File: src/rtl/ifetch_queue.sv
// Instruction fetch queue: a PC register drives a combinational ROM, and fetched
// {pc, instr} pairs go into a small circular buffer that decode drains.
module ifetch_queue #(
  parameter logic [31:0] RESET_PC = 32'h0000_0000,
  parameter int          DEPTH    = 2
) (
  input  logic                     clk,
  input  logic                     rst,
  input  logic                     fetch_en,
  output logic [31:0]              rom_addr,
  input  logic [31:0]              rom_data,
  input  logic                     redirect_valid,
  input  logic [31:0]              redirect_pc,
  output logic                     out_valid,
  input  logic                     out_ready,
  output logic [31:0]              out_pc,
  output logic [31:0]              out_instr,
  output logic [$clog2(DEPTH):0]   count
);

  localparam int PW = $clog2(DEPTH);
  localparam int CW = PW + 1;
  localparam logic [CW-1:0] FULL = CW'(DEPTH);

  logic [31:0]   pc_q, pc_d;
  logic [PW-1:0] head_q, head_d;
  logic [PW-1:0] tail_q, tail_d;
  logic [CW-1:0] count_q, count_d;
  logic [31:0]   pc_mem_q    [DEPTH];
  logic [31:0]   instr_mem_q [DEPTH];
  logic          pop;
  logic          push;

  assign rom_addr  = pc_q;
  assign count     = count_q;
  assign out_valid = (count_q != '0);
  assign out_pc    = pc_mem_q[head_q];
  assign out_instr = instr_mem_q[head_q];

  // Valid/ready: an entry leaves when out_valid & out_ready at a rising edge,
  // unless a redirect flushes the queue in that same cycle.
  assign pop  = out_valid & out_ready & ~redirect_valid;
  assign push = fetch_en & ~redirect_valid & ((count_q < FULL) | pop);

  always_comb begin
    pc_d    = pc_q;
    head_d  = head_q;
    tail_d  = tail_q;
    count_d = count_q;
    if (redirect_valid) begin
      pc_d    = redirect_pc & 32'hFFFF_FFFC;
      head_d  = '0;
      tail_d  = '0;
      count_d = '0;
    end else begin
      if (push) begin
        pc_d   = pc_q + 32'd4;
        tail_d = tail_q + PW'(1);
      end
      if (pop) begin
        head_d = head_q + PW'(1);
      end
      case ({push, pop})
        2'b10:   count_d = count_q + CW'(1);
        2'b01:   count_d = count_q - CW'(1);
        default: count_d = count_q;
      endcase
    end
  end

  always_ff @(posedge clk) begin
    if (rst) begin
      pc_q    <= RESET_PC;
      head_q  <= '0;
      tail_q  <= '0;
      count_q <= '0;
    end else begin
      pc_q    <= pc_d;
      head_q  <= head_d;
      tail_q  <= tail_d;
      count_q <= count_d;
    end
  end

  // Storage needs no reset: only entries covered by count are ever observed.
  always_ff @(posedge clk) begin
    if (push) begin
      pc_mem_q[tail_q]    <= pc_q;
      instr_mem_q[tail_q] <= rom_data;
    end
  end

endmodule

File: config.mk
export PLATFORM = sky130hd
export DESIGN_NAME = ifetch_queue
export DESIGN_NICKNAME = d
export VERILOG_FILES = /design/src/rtl/ifetch_queue.sv
export SDC_FILE = /design/constraint.sdc
export NUM_CORES = 1
export LEC_CHECK = 0
export CAP_MARGIN = 20
export CORE_MARGIN = 1
export CORE_UTILIZATION = 55
export CTS_BUF_LIST = sky130_fd_sc_hd__clkbuf_2
export DETAILED_ROUTE_END_ITERATION = 7
export PLACE_DENSITY = 0.88
export SLEW_MARGIN = 20
export SYNTH_ARGS = -nofsm -noshare
export SYNTH_HDL_FRONTEND = slang
export SYNTH_SLANG_ARGS = --single-unit
File: constraint.sdc
create_clock -name clk -period 7.3 [get_ports clk]
set_clock_uncertainty 0.15 [all_clocks]
set_input_delay 1.46 -clock clk [delete_from_list [all_inputs] [get_ports clk]]
set_output_delay 1.46 -clock clk [all_outputs]
set_load 0.01 [all_outputs]
; ---- After elaboration in Yosys (flattened, before gate mapping)
; Memories as Yosys holds them, arrays and structs flattened. A register that Yosys moved wholly into a read port is not among the register bits.
; Index checks and enable logic that the tools add are counted.
; Widths: inputs -> output; s select.
[classes]
n_addsub = 5
n_lt_le_gt_ge = 1
n_eq_ne = 2
n_mux = 9
n_bitwise = 6
reduce_logical = 4
[ops]
columns = cell, n
row1 = $mux 32, 2
row2 = $add 32x3->32 const B, 1
row3 = $mux 1, 6
row4 = $reduce_bool 2->1, 3
row5 = $and 1x1->1, 4
row6 = $pmux 2 s2, 1
row7 = $add 1x1->1 const B, 2
row8 = $add 2x1->2 const B, 1
row9 = $eq 2x1->1 const B, 1
row10 = $eq 2x2->1 const B, 1
row11 = $lt 2x2->1 const B, 1
row12 = $reduce_or 2->1, 1
row13 = $sub 2x1->2 const B, 1
row14 = $not 1->1, 1
row15 = $or 1x1->1, 1
[word_totals]
ff_bits = 36
ram_bits = 128
word_cells = 34
n_memories = 2
[memory_table]
columns = name, words, word_bits, read_ports, rd_clocked_by_memory_dff, wr, line_no
row1 = instr_mem_q, 2, 32, 1, 1, 1, 30  ; logic [31:0] instr_mem_q [DEPTH];
row2 = pc_mem_q, 2, 32, 1, 1, 1, 29  ; logic [31:0] pc_mem_q [DEPTH];

; ---- Depth between registers and ports, before layout
[depth]
ltp_word = 7
ltp_mapped = 8

; ---- Least setup slack after synthesis
; OpenSTA, ideal clock, no wires.
[synth_timing]
path_kind = input to register
startpoint = in redirect_valid
endpoint = mem instr_mem_q[0][0], enable pin
setup_time_ns = 0.482
t_arrival_ns = 4.622
required_time_ns = 6.668
slack_ns = 2.046
cell_stages = 4
n_path_buf = 1
cell_sequence = inv_2 clkbuf_1 nand3_1 nor2_1
[synth_via]
elab_chain_len = 6
[synth_rtl]
columns = item, line_no
row1 = "start, declared", 12  ; input logic redirect_valid,
row2 = $not 1->1 *, "42, 43"
row3 = $and 1x1->1, 42  ; assign pop = out_valid & out_ready & ~redirect_valid;
row4 = $or 1x1->1, 43  ; assign push = fetch_en & ~redirect_valid & ((count_q < FULL) | pop);
row5 = $and 1x1->1 *, 43
row6 = $mux 1 *, 87  ; if (push) begin
row7 = $mux 1 (not written as such) *, 89  ; instr_mem_q[tail_q] <= rom_data;
row8 = "end, declared", 30
; Every way passes the cells marked *; elsewhere a longest branch is shown, timed or not.

==> impl_metrics.py <==
metrics = {
    "floorplanning": {
        "core_sq_mm": 0.0115,
        "boundaryPins": 168,
        "fp-row-count": 39,
        "start_util_pct": 57.0,
        "die_h_um": 111,
        "dieArea_sq_mm": 0.0124,
        "die_width_um": 111,
    },
    "clock_network": {
        "clk_pin_slew_ps": 220,
        "cts_buffer_depth": 2,
        "cts_buffers": 17,
        "cts_tree": "yes",
        "clock_sinks": 159,
        "cts_resized": 0,
        "cts_setup_buffers": 0,
        "cts-root-buf": "clkbuf_2",
        "worstSkewPairLatency_ps": 670,
        "htree_num_levels": 4,
        "holdBufCountCts": 0,
    },
    "global_routing": {
        "use_met1_pct": 29.5,
        "grt_overflow": 0,
        "gr-usage-met2_pct": 36.7,
        "antenna_found_initial": 0,
        "grt_pass1_vias": 4102,
        "grt.busiest_layer": "met2",
        "grt_max_degree": 54,
        "grt_use_met3_pct": 5.19,
        "grt_util_all_layers_pct": 22.3,
        "grt_pass1_wl_um": 21200,
    },
    "critical_path": {
        "cpMaxStageDelayCell": "dfxtp_2",
        "r2r_setup_slack_ps": 4750,
        "r2r_cells": 5,
        "start_kind": "flip-flop",
        "cp-end-kind": "output pin",
        "critPathRequiredTime_ps": 5690,
        "slowest_delay_ps": 880,
        "cp_max_fo": 32,
        "critical_path_class": "reg2out",
        "cp.arrival_ps": 2980,
        "worstReg2RegStart": "count[1]",
        "cp_cell_sequence": "buf_4 > mux2_2 > clkdlybuf4s50_1",
        "r2r-end": "pc_mem_q[1][17]",
    },
    "yosys": {
        "synth_top_family_by_area": "multiplexers",
        "ys_types": 46,
        "synth-edff-count": 124,
        "yosys-top-cells-area": "edfxtp_1, dfxtp_1, mux2_2",
        "synth_top_cells_by_count": "edfxtp_1, mux2_2, dfxtp_1",
        "synthXorXnorAreaFrac_pct": 4.00,
        "synth-compound-area-share_pct": 4.40,
        "synth_most_common_cell": "edfxtp_1",
        "synth_top_area_share_pct": 56.7,
        "async_reset_ff_share_pct": 0,
        "ys_seq_elements": 159,
        "yosysTopAreaCell": "edfxtp_1",
        "synth_fa_ha_area_share_pct": 0.381,
        "synth_area_per_cell_sq_um": 15.1,
        "synth_seq_area_share_pct": 67.4,
        "netlist_area_sq_mm": 0.00657,
        "muxShareOfSynthArea_pct": 10.8,
        "yosys.area_share.simple_pct": 9.96,
        "yosysWarnings": 0,
        "synth_top_flop_cell": "edfxtp_1",
        "postSynthCellCount": 435,
    },
    "hold_path": {
        "holdPathStages": 0,
        "hp-class": "reg2reg",
        "whs_endpoint": "pc_mem_q[1][8]",
        "hold_path.startpoint": "rom_addr[8]",
    },
    "placement": {
        "numPortBuffers": 161,
        "dp_cells": 718,
        "gp_congestion": 0.835,
        "dp_hpwl_um": 8860,
    },
    "sta": {
        "tns_ps": 0,
        "max-slew-margin-rel_pct": 44.1,
        "worst_pin_slew_ps": 837,
        "post-route-period-util_pct": 62.9,
        "clock.fmax_mhz": 218,
        "slew_viol_final": 0,
        "finalHoldViolCount": 0,
        "period_needed_ps": 4590,
        "rsz0062_at_grt": "false",
        "setup_viol": 0,
    },
    "detailed_routing": {
        "first_pass_iters": 7,
        "drtIter0Drc": 275,
        "drt_wl_total_um": 13300,
        "routedWlPerCell_um": 17.7,
        "drc": 28,
        "vias": 4087,
        "vias_per_cell": 5.43,
        "drtAntennaViolNets": 0,
    },
    "power_and_ir_drop": {
        "vdd_drop_max_uv": 107,
        "cellPowerDensity_mw_per_mm2": 198,
        "p_leak_nw": 2.82,
    },
    "cells_and_area": {
        "drive_gt1_share_pct": 20.2,
        "fill_cells": 742,
        "syn_to_final_growth_pct": 29.9,
        "nNetsFinal": 667,
        "diodes": 0,
        "stdcell_count": 752,
    },
    "flow_run": {
        "max_cap_violations": 0,
    },
    "status": {
        "status": "finished with violations",
        "violations": "design-rule violations",
    },
}
-- how the worst max path moves through the flow --
stage / end / slack, ps / cells past startpoint
floorplan: instr_mem_q[0][0] / 2050 / 4
global placement: pc_mem_q[1][28] / 2150 / 5
detailed placement: pc_mem_q[1][31] / 2030 / 5
CTS: out_instr[10] / 2610 / 3
global route: out_instr[10] / 2530 / 3
finish: out_instr[10] / 2710 / 3
-- worst max-delay path: cells and delay by family, from the launching register on --
| family | cells | cell delay, ps |
|---|---|---|
| flip-flops | 1 | 880 |
| buffers and inverters | 2 | 1020 |
| multiplexers | 1 | 400 |
-- state kept, by name (all words and copies together) (netlist names), named ones only --
name / flops
count: 2
head_q: 1
rom_addr: 30
instr_mem_q: 64
pc_mem_q: 60
tail_q: 1
-- through the flow --
| step | setup WS, ps | hold slack (ps) | area (sq um) | util [%] | power, mW |
|---|---|---|---|---|---|
| after floorplan | 2050 | 370 | 6580 | - | 1.13 |
| after global placement | 2150 | 369 | 8250 | 71.6 | 1.23 |
| after detailed placement | 2030 | 374 | 8250 | 71.6 | 1.24 |
| after CTS | 2610 | 382 | 8480 | 73.7 | 1.70 |
| after global routing | 2530 | 401 | 8530 | 74.1 | 1.75 |
| final | 2710 | 371 | 8530 | 74.1 | 1.69 |
-- report_power, final --
group / switching, mW / internal, mW
Combinational: 0.0746 / 0.109
Clock: 0.303 / 0.163
Sequential: 0.0268 / 1.01
Total: 0.404 / 1.28
-- cell type report --
cell class	instances	area, sq um	area share [%]
flip-flops and latches	159	4430	51.9
well taps	143	179	2.10
inverters	9	33.8	0.396
repair buffers	167	1690	19.8
multi-input cells	242	1970	23.1
clock inverters	12	134	1.57
clock buffers	20	100	1.17
-- per-layer routing --
metal / up-vias / share of wire, %
met5: - / 0
met4: 0 / 0.88
met3: 11 / 8.7
met2: 179 / 49
met1: 1954 / 41
li1: 1943 / -
-- logic make-up (layout without fill, tap and decap cells) --
| kind of cell | count (synthesis) | count (layout) |
|---|---|---|
| compound gates | 44 | 44 |
| xor+xnor | 30 | 30 |
| fa+ha+maj | 2 | 2 |
| buf+inv | 37 | 208 |
| flops | 159 | 159 |
| mux | 63 | 63 |
| other cells | 1 | 4 |
| simple gates | 99 | 99 |
-- cells in the final DEF, fill, tap and decap left out, types with 4 or more instances in the layout --
| cell | n |
|---|---|
| a21oi_1 | 12 |
| dfxtp_1 | 34 |
| mux2_2 | 62 |
| xnor2_1 | 27 |
| a211oi_1 | 12 |
| buf_4 | 4 |
| clkinvlp_4 | 4 |
| edfxtp_1 | 124 |
| inv_1 | 8 |
| nor4_4 | 5 |
| nor3_1 | 14 |
| nor2_1 | 19 |
| inv_6 | 4 |
| nand4_1 | 5 |
| clkbuf_2 | 20 |
| clkdlybuf4s50_1 | 161 |
| and4_1 | 4 |
| conb_1 | 4 |
| nand3_1 | 9 |
| o21bai_1 | 7 |
| nand2_1 | 17 |
| o21ai_0 | 4 |
(Power assumes the default switching activity.)
